--- config.mk ---
export PLATFORM = sky130hd
export DESIGN_NAME = load_store_unit_flat
export DESIGN_NICKNAME = d
export VERILOG_FILES = /design/src/rtl/load_store_unit_if.sv /design/src/rtl/load_store_unit.sv /design/src/flat_wrapper.sv
export SDC_FILE = /design/constraint.sdc
export NUM_CORES = 1
export LEC_CHECK = 0
export ABC_AREA = 1
export ABC_CLOCK_PERIOD_IN_PS = 2070
export CAP_MARGIN = 5
export CORE_UTILIZATION = 40
export CTS_CLUSTER_DIAMETER = 40
export DETAILED_ROUTE_END_ITERATION = 10
export HOLD_SLACK_MARGIN = 0.12
export PLACE_DENSITY = 0.82
export SETUP_SLACK_MARGIN = 0.5
export SLEW_MARGIN = 20
export SYNTH_ARGS = -nofsm -noshare
export SYNTH_HDL_FRONTEND = slang
export SYNTH_SLANG_ARGS = --single-unit
--- constraint.sdc ---
create_clock -name clk -period 2.07 [get_ports clk]
set_clock_uncertainty 0.1 [all_clocks]
set_input_delay 0.414 -clock clk [delete_from_list [all_inputs] [get_ports clk]]
set_output_delay 0.414 -clock clk [all_outputs]
set_load 0.01 [all_outputs]
--- src/rtl/load_store_unit_if.sv ---
// Data-memory port of the load/store unit: variable-latency req/ack bus.
// master = LSU side, slave = memory side.
interface load_store_unit_if;
  logic        memReq;
  logic        memWe;
  logic [31:0] memAddr;
  logic [31:0] memWdata;
  logic [3:0]  memBe;
  logic        memAck;
  logic [31:0] memRdata;

  modport master (
    output memReq, memWe, memAddr, memWdata, memBe,
    input  memAck, memRdata
  );

  modport slave (
    input  memReq, memWe, memAddr, memWdata, memBe,
    output memAck, memRdata
  );
endinterface

--- src/rtl/load_store_unit.sv ---
// Load/store unit: store lane formatting, load extraction, stall and timeout.
// Optional LSU_MISALIGN_TRAP_EN: trap misaligned H/W accesses instead of issuing.
module load_store_unit #(
  parameter int TIMEOUT_CYCLES = 255,
  parameter int CNT_W          = 8
) (
  input  logic                     clk,
  input  logic                     rst_n,
  input  logic                     memRead,
  input  logic                     memWrite,
  input  logic [2:0]               funct3,
  input  logic [31:0]              addr,
  input  logic [31:0]              writeData,
  output logic [31:0]              readData,
  output logic                     stall,
  output logic                     busErr,
  output logic                     misaligned,
  load_store_unit_if.master        mem
);

  typedef enum logic [1:0] {
    IDLE = 2'd0,
    REQ  = 2'd1,
    DONE = 2'd2
  } state_e;

  localparam logic [CNT_W-1:0] TO_VAL = CNT_W'(TIMEOUT_CYCLES);
  localparam bit               TO_EN  = (TIMEOUT_CYCLES != 0);

  state_e            state_q, state_d;
  logic [CNT_W-1:0]  cnt_q, cnt_d;
  logic              we_q, we_d;
  logic [3:0]        be_q, be_d;
  logic [31:0]       addr_q, addr_d;
  logic [31:0]       wdata_q, wdata_d;
  logic [2:0]        f3_q, f3_d;
  logic [1:0]        lo_q, lo_d;
  logic [31:0]       rdata_q, rdata_d;
  logic              err_q, err_d;

  logic              op;
  logic              legal;
  logic              is_word;
  logic              is_half;
  logic              mis_hit;
  logic              mis_pulse;
  logic              req;
  logic [3:0]        st_be;
  logic [31:0]       st_wd;
  logic [7:0]        byte_v;
  logic [15:0]       half_v;
  logic [31:0]       ld_val;

  assign op      = memRead | memWrite;
  assign is_word = (funct3[1:0] == 2'b10);
  assign is_half = (funct3[1:0] == 2'b01);

  always_comb begin
    legal = 1'b1;
    case (funct3)
      3'b011, 3'b110, 3'b111: legal = 1'b0;
      default:                legal = 1'b1;
    endcase
  end

`ifdef LSU_MISALIGN_TRAP_EN
  assign mis_hit = (is_half & addr[0]) | (is_word & (|addr[1:0]));
`else
  assign mis_hit = 1'b0;
`endif

  always_comb begin
    st_be = 4'b0001 << addr[1:0];
    st_wd = {4{writeData[7:0]}};
    unique case (1'b1)
      is_word: begin
        st_be = 4'b1111;
        st_wd = writeData;
      end
      is_half: begin
        st_be = addr[1] ? 4'b1100 : 4'b0011;
        st_wd = {2{writeData[15:0]}};
      end
      default: ;
    endcase
  end

  always_comb begin
    byte_v = mem.memRdata[7:0];
    case (lo_q)
      2'd1:    byte_v = mem.memRdata[15:8];
      2'd2:    byte_v = mem.memRdata[23:16];
      2'd3:    byte_v = mem.memRdata[31:24];
      default: byte_v = mem.memRdata[7:0];
    endcase
  end

  assign half_v = lo_q[1] ? mem.memRdata[31:16] : mem.memRdata[15:0];

  // f3_q[2] marks the unsigned variants
  always_comb begin
    case (f3_q[1:0])
      2'b10:   ld_val = mem.memRdata;
      2'b01:   ld_val = {{16{half_v[15] & ~f3_q[2]}}, half_v};
      default: ld_val = {{24{byte_v[7] & ~f3_q[2]}}, byte_v};
    endcase
  end

  always_comb begin
    state_d   = state_q;
    cnt_d     = cnt_q;
    we_d      = we_q;
    be_d      = be_q;
    addr_d    = addr_q;
    wdata_d   = wdata_q;
    f3_d      = f3_q;
    lo_d      = lo_q;
    rdata_d   = rdata_q;
    err_d     = err_q;
    stall     = 1'b0;
    busErr    = 1'b0;
    mis_pulse = 1'b0;
    req       = 1'b0;
    unique case (state_q)
      IDLE: begin
        if (op) begin
          if (!legal) begin
            busErr = 1'b1;
          end else if (mis_hit) begin
            mis_pulse = 1'b1;
          end else begin
            stall   = 1'b1;
            we_d    = memWrite;
            be_d    = st_be;
            addr_d  = {addr[31:2], 2'b00};
            wdata_d = st_wd;
            f3_d    = funct3;
            lo_d    = addr[1:0];
            cnt_d   = '0;
            err_d   = 1'b0;
            state_d = REQ;
          end
        end
      end
      REQ: begin
        req   = 1'b1;
        stall = 1'b1;
        cnt_d = cnt_q + CNT_W'(1);
        if (mem.memAck) begin
          if (!we_q) rdata_d = ld_val;
          state_d = DONE;
        end else if (TO_EN && (cnt_d == TO_VAL)) begin
          rdata_d = '0;
          err_d   = 1'b1;
          state_d = DONE;
        end
      end
      DONE: begin
        busErr  = err_q;
        err_d   = 1'b0;
        cnt_d   = '0;
        state_d = IDLE;
      end
      default: state_d = IDLE;
    endcase
  end

  always_ff @(posedge clk) begin
    if (!rst_n) begin
      state_q <= IDLE;
      cnt_q   <= '0;
      we_q    <= 1'b0;
      be_q    <= '0;
      addr_q  <= '0;
      wdata_q <= '0;
      f3_q    <= '0;
      lo_q    <= '0;
      rdata_q <= '0;
      err_q   <= 1'b0;
    end else begin
      state_q <= state_d;
      cnt_q   <= cnt_d;
      we_q    <= we_d;
      be_q    <= be_d;
      addr_q  <= addr_d;
      wdata_q <= wdata_d;
      f3_q    <= f3_d;
      lo_q    <= lo_d;
      rdata_q <= rdata_d;
      err_q   <= err_d;
    end
  end

  assign readData     = mis_pulse ? '0 : rdata_q;
  assign misaligned   = mis_pulse;
  assign mem.memReq   = req;
  assign mem.memWe    = we_q;
  assign mem.memBe    = be_q;
  assign mem.memAddr  = addr_q;
  assign mem.memWdata = wdata_q;

endmodule
--- src/flat_wrapper.sv ---
// flat-port wrapper written by rule: the top's interface ports become plain ports
module load_store_unit_flat 
#(
  parameter int TIMEOUT_CYCLES = 255,
  parameter int CNT_W          = 8
)
  (clk, rst_n, memRead, memWrite, funct3, addr, writeData, readData, stall, busErr, misaligned, mem_memReq, mem_memWe, mem_memAddr, mem_memWdata, mem_memBe, mem_memAck, mem_memRdata);
  load_store_unit_if mem_i ();
  input  logic clk;
  input  logic rst_n;
  input  logic memRead;
  input  logic memWrite;
  input  logic [2:0] funct3;
  input  logic [31:0] addr;
  input  logic [31:0] writeData;
  output logic [31:0] readData;
  output logic stall;
  output logic busErr;
  output logic misaligned;
  output wire logic [$bits(mem_i.memReq)-1:0] mem_memReq;
  output wire logic [$bits(mem_i.memWe)-1:0] mem_memWe;
  output wire logic [$bits(mem_i.memAddr)-1:0] mem_memAddr;
  output wire logic [$bits(mem_i.memWdata)-1:0] mem_memWdata;
  output wire logic [$bits(mem_i.memBe)-1:0] mem_memBe;
  input wire logic [$bits(mem_i.memAck)-1:0] mem_memAck;
  input wire logic [$bits(mem_i.memRdata)-1:0] mem_memRdata;
  assign mem_memReq = mem_i.memReq;
  assign mem_memWe = mem_i.memWe;
  assign mem_memAddr = mem_i.memAddr;
  assign mem_memWdata = mem_i.memWdata;
  assign mem_memBe = mem_i.memBe;
  assign mem_i.memAck = mem_memAck;
  assign mem_i.memRdata = mem_memRdata;
  load_store_unit #(.TIMEOUT_CYCLES(TIMEOUT_CYCLES), .CNT_W(CNT_W)) u_core (.clk(clk), .rst_n(rst_n), .memRead(memRead), .memWrite(memWrite), .funct3(funct3), .addr(addr), .writeData(writeData), .readData(readData), .stall(stall), .busErr(busErr), .misaligned(misaligned), .mem(mem_i));
endmodule
==> impl_metrics.json, run 1 <==
{
  "status": "finished clean",
  "hold_buffers": 0,
  "synth-compound-area-share": 0.210,
  "drc": 0,
  "clk_pin_slew_worst_paths_ps": 60,
  "cts_buffers": 17,
  "cp.arrival_ps": 2200,
  "grt_pass1_wl_microns": 32400,
  "nFillCells": 855,
  "drt-vias-per-instance": 5.56,
  "holdPathStages": 4,
  "hold_path_class": "in2reg",
  "cap_violations": 0,
  "worstMarginPinSlew_ps": 677,
  "worstRegToRegCells": 12,
  "final_antenna_net_count": 0,
  "drt_iter0_markers": 761,
  "synthXorXnorAreaFrac": 0.00160,
  "dr.pass1.iters": 7,
  "synth.distinct_cells": 35,
  "start_kind": "flop",
  "use_met1": 0.339,
  "num_rows": 42,
  "design.die.area_sq_um": 14100,
  "synthSimpleGateAreaFrac": 0.261,
  "fin_util": 0.777,
  "relSlewSlack": 0.549,
  "avgSynthCellArea_sq_um": 6.86,
  "fin_crit_sh": 0.963,
  "avgRoutedWirePerCell_microns": 19.0,
  "crit_path_max_fanout": 30,
  "syn_area_sq_um": 5470,
  "area_growth_pct": 88.9,
  "setup.worst_path.class": "reg2reg",
  "ys_seq_area_frac": 0.421,
  "ys_ff_latch": 115,
  "gr-total-overflow": 0,
  "clockBufferDepth": 2,
  "dpl.hpwl_microns": 12300,
  "end_kind": "flop",
  "vias": 7017,
  "gp_congestion": 0.861,
  "coreArea_sq_um": 13300,
  "busiest_layer": "met2",
  "root_buffer": "clkbuf_16",
  "dp.cells": 1171,
  "start_util": 0.411,
  "clock-sinks": 115,
  "tritoncts": "built",
  "grt_usage": 0.295,
  "fin_nets": 1183,
  "diodes": 0,
  "grt_util_met2": 0.500,
  "synthMuxAreaShare": 0.00732,
  "tns_ps": 0,
  "dieHeight_microns": 119,
  "antenna_found_initial": 0,
  "synth_warnings": 0,
  "layout-drive-gt1-share": 0.307,
  "fmax_ghz": 0.502,
  "rsz0062_at_grt": "true",
  "ios": 209,
  "pwr_density_cell_nw_per_um2": 827,
  "grt_max_degree": 49,
  "hold_viol_final": 0,
  "crit_required_ps": 2270,
  "grtUsageMet3": 0.0833,
  "synth_top_family_by_area": "simple AND/OR/NAND/NOR gates",
  "clock_latency_ps": 420,
  "slew_viol_final": 0,
  "finalSetupViolations": 0,
  "htreeDepth": 4,
  "period_minus_slack_ps": 1990,
  "p_leak_nw": 4.92,
  "die_x_microns": 119,
  "io_buffers": 205,
  "drt-total-wl_microns": 24000,
  "peakVddDrop_uv": 763,
  "synthCells": 797,
  "power.total_mw": 8.54,
  "synthAdderAreaFrac": 0.0160,
  "grt_pass1_vias": 6463,
  "final_cells": 1261
}
report_power, final:
part / switching [mW] / leakage, nW / internal [mW] / total (mW)
clock network: 1.10 / 0.301 / 2.05 / 3.15
registers: 0.174 / 0.952 / 2.43 / 2.60
logic: 1.43 / 3.67 / 1.37 / 2.79
total: 2.70 / 4.92 / 5.84 / 8.54
cell families after synthesis:
kind of cell / after synthesis
simple gates: 359
compound gates: 210
fa+ha+maj: 7
buf+inv: 100
mux: 4
xor+xnor: 1
other cells: 1
flops: 115
state kept, by name (all words and copies together) (netlist names):
signal               cells
u_core.mem.memAddr      30
u_core.f3_q              3
u_core.mem.memWe         1
u_core.lo_q              2
u_core.rdata_q          32
u_core.mem.memBe         4
u_core.cnt_q             8
u_core.err_q             1
u_core.state_q           2
u_core.mem.memWdata     32
synth_stat cells, drive strengths merged:
library cell | number | area, sq um
o21ai | 107 | 536
a31oi | 8 | 50.1
a32oi | 4 | 35.0
xnor2 | 1 | 8.76
a21oi | 70 | 350
buf | 18 | 143
mux2i | 4 | 40.0
a21o | 2 | 15.0
or2 | 1 | 6.26
o31ai | 1 | 7.51
o21bai | 2 | 15.0
a221oi | 9 | 78.8
ha | 7 | 87.6
a22oi | 1 | 7.51
o221ai | 1 | 8.76
nand3 | 22 | 120
conb | 1 | 3.75
inv | 48 | 180
nor2 | 202 | 783
clkbuf | 34 | 128
a22o | 1 | 8.76
nor3 | 1 | 5.00
nand2 | 133 | 512
a41oi | 2 | 17.5
o211ai | 1 | 12.5
a211oi | 1 | 7.51
dfxtp | 115 | 2300
layout by cell type (no fill, tap or decap), drive strengths merged, types with 3 or more instances in the layout:
master	Yosys	routed
a21oi	70	70
a221oi	9	9
a31oi	8	8
a32oi	4	4
buf	18	101
bufinv	0	4
clkbuf	34	29
clkdlybuf4s15	0	20
clkdlybuf4s50	0	97
clkinv	0	5
conb	1	3
dfxtp	115	115
dlygate4sd2	0	38
dlymetal6s2s	0	38
ha	7	7
inv	48	49
mux2i	4	4
nand2	133	133
nand3	22	22
nor2	202	202
o211ai	1	4
o21ai	107	107
metrics by stage:
stage	setup WS [ps]	hold WS, ps	area, sq um
2_1_floorplan	237	339	5660
3_3_place_gp	-674	353	7940
3_5_place_dp	-746	358	7940
4_1_cts	228	266	9660
5_1_grt	-21.3	311	10300
6_report	77.0	296	10300
layer usage:
layer	vias to the layer above	part of all wire	wire [microns]
met2	467	0.48	11500
li1	3170	-	-
met3	120	0.085	2050
met5	-	0	0
met1	3260	0.38	9120
met4	0	0.056	1350
what timing repair did:
action / 4_1_cts / 5_1_grt
gates cloned: 19 / 3
pin swaps: 50 / 28
endpoints found under the setup margin: 216 / 201
buffers inserted: 30 / 6
resized for setup: 265 / 181
final timing paths:
| path | slack [ps] | endpoint | start |
|---|---|---|---|
| hold / removal | 300 | u_core.f3_q[1]$_SDFFE_PN0P_ | funct3[1] |
| hold reg to reg | 360 | u_core.mem.memAddr[7]$_SDFFE_PN0P_ | u_core.mem.memAddr[7]$_SDFFE_PN0P_ |
| setup / recovery | 80 | u_core.rdata_q[23]$_SDFFE_PN0P_ | u_core.cnt_q[0]$_SDFFE_PN0P_ |
| setup reg to reg | 80 | u_core.rdata_q[23]$_SDFFE_PN0P_ | u_core.cnt_q[0]$_SDFFE_PN0P_ |
layout make-up:
| class | count | area [sq um] | area share |
|---|---|---|---|
| multi-input cells | 587 | 3500 | 0.339 |
| repair buffers | 303 | 3430 | 0.332 |
| flip-flops and latches | 115 | 2330 | 0.226 |
| clock buffers | 20 | 447 | 0.0432 |
| inverters | 48 | 226 | 0.0219 |
| well taps | 176 | 220 | 0.0213 |
| clock inverters | 12 | 180 | 0.0174 |
critical path, stage by stage (launching register included):
cell,delay [ps]
dfxtp_4,360
inv_2,110
ha_1,170
nand2_1,70
nor2_1,130
nand3_1,90
nor2_2,180
nand3_4,130
nand2_8,140
buf_12,130
inv_16,70
nor2_1,130
nor2_1,50
Power figures use the tool's default switching activity.
==> run 2, diff against run 1 <==
SETUP_SLACK_MARGIN = unset   (was 0.5)
==> impl_metrics.json, run 2 (synthesis gave the netlist of run 1 again) <==
{
  "layout_commonest_cell": "clkdlybuf4s50_1",
  "clk_pin_slew_worst_paths_ps": 50,
  "clock_latency_ps": 410,
  "drt-total-wl_microns": 18100,
  "place_area_sq_um": 8010,
  "peakVddDrop_uv": 501,
  "drc": 0,
  "setup.worst_path.class": "in2out",
  "cts_buffers": 17,
  "slew_viol_final": 0,
  "root_buffer": "clkbuf_16",
  "r2r_setup_slack_ps": 50,
  "dr.pass1.iters": 5,
  "busiest_layer": "met2",
  "grtUsageMet3": 0.0680,
  "vias": 6251,
  "fin_crit_sh": 0.978,
  "holdPathStages": 2,
  "holdWs_ps": 363,
  "gp_congestion": 0.930,
  "finalSetupViolations": 0,
  "dieHeight_microns": 119,
  "design.die.area_sq_um": 14100,
  "period_minus_slack_ps": 2020,
  "final_area_sq_um": 8660,
  "fin_util": 0.652,
  "clockBufferDepth": 2,
  "antenna_found_initial": 0,
  "io_buffers": 205,
  "cap_violations": 0,
  "worstRegToRegCells": 11,
  "htreeDepth": 4,
  "critPathLaunch": "funct3[0]",
  "reg2reg_from": "u_core.f3_q[0]$_SDFFE_PN0P_",
  "num_rows": 42,
  "die_x_microns": 119,
  "crit_path_max_fanout": 3,
  "fin_nets": 1140,
  "gr-total-overflow": 0,
  "grt_usage": 0.254,
  "end_kind": "output pin",
  "layout-drive-gt1-share": 0.119,
  "hold_path_class": "reg2reg",
  "dpl.hpwl_microns": 12800,
  "grt_pass1_wl_microns": 28300,
  "pwr_density_cell_nw_per_um2": 841,
  "tritoncts": "built",
  "drt_iter0_markers": 475,
  "final_antenna_net_count": 0,
  "start_util": 0.411,
  "ios": 209,
  "dp.cells": 1183,
  "area_growth_pct": 58.4,
  "setup_slack_ps": 46.3,
  "status": "finished clean",
  "layout_common_cells": "199 x clkdlybuf4s50_1, 189 x nor2_1, 128 x nand2_1, 113 x dfxtp_1, 100 x o21ai_0",
  "grt_max_degree": 71,
  "grt_util_met2": 0.426,
  "use_met1": 0.302,
  "cp.arrival_ps": 1510,
  "fmax_ghz": 0.494,
  "coreArea_sq_um": 13300,
  "hold_path.startpoint": "u_core.mem.memWdata[5]$_SDFFE_PN0P_",
  "tns_ps": 0,
  "p_leak_nw": 3.65,
  "reg2reg_to": "u_core.rdata_q[11]$_SDFFE_PN0P_",
  "place_ws_ps": -676,
  "final_cells": 1218,
  "power.total_mw": 7.29,
  "crit_required_ps": 1560,
  "diodes": 0,
  "clock-sinks": 115,
  "drt-vias-per-instance": 5.13,
  "holdPathEnd": "u_core.mem.memWdata[5]$_SDFFE_PN0P_",
  "avgRoutedWirePerCell_microns": 14.9,
  "hold_viol_final": 0,
  "grt_pass1_vias": 5751,
  "start_kind": "input pin"
}
run 2: worst max-delay path, cell delays in order:
cell	delay (ps)
clkdlybuf4s15_1	200
buf_6	130
ha_1	190
a21o_1	170
nor2_1	120
nand2_2	100
nand2_2	90
buf_6	100
run 2: how the worst max path moves through the flow:
| stage | endpoint | cells past startpoint |
|---|---|---|
| after floorplan | stall | 8 |
| after global placement | u_core.mem.memAddr[8]$_SDFFE_PN0P_ | 12 |
| after detailed placement | u_core.mem.memAddr[10]$_SDFFE_PN0P_ | 12 |
| after CTS | stall | 8 |
| after global routing | u_core.rdata_q[25]$_SDFFE_PN0P_ | 11 |
| final | stall | 8 |
run 2: timing repair:
| action | in CTS | in global routing |
|---|---|---|
| pin swaps | 1 | 7 |
| endpoints found under the setup margin | 72 | 83 |
| hold buffers | 0 | 0 |
| endpoints found under the hold margin | 0 | 0 |
| buffers inserted | 0 | 1 |
| gates cloned | 0 | 2 |
| gates resized for setup | 17 | 24 |
run 2: routing by layer:
layer	share of wire	vias up
met4	0.029	0
met5	0	-
met3	0.076	43
li1	-	3072
met1	0.42	2849
met2	0.48	287
run 2: report_power, final:
group | leakage [nW] | total [mW] | internal (mW) | switching (mW)
combinational | 2.44 | 2.03 | 1.01 | 1.02
sequential | 0.946 | 2.55 | 2.43 | 0.116
clock | 0.259 | 2.72 | 1.64 | 1.07
run 2: cell type report:
| cell class | count | area, sq um |
|---|---|---|
| clock buffer | 19 | 433 |
| inverter | 48 | 180 |
| sequential | 115 | 2300 |
| multi-input combinational | 584 | 2780 |
| tap | 176 | 220 |
| fill | 1142 | 4630 |
| timing repair buffer | 263 | 2640 |
| clock inverter | 13 | 111 |
==> run 3, diff against run 2 <==
CTS_CLUSTER_DIAMETER = unset   (was 40)
CTS_CLUSTER_SIZE = 28   (was unset)
==> results of run 3 <==
Final layout, timing and power as in run 2 (identical DEF).
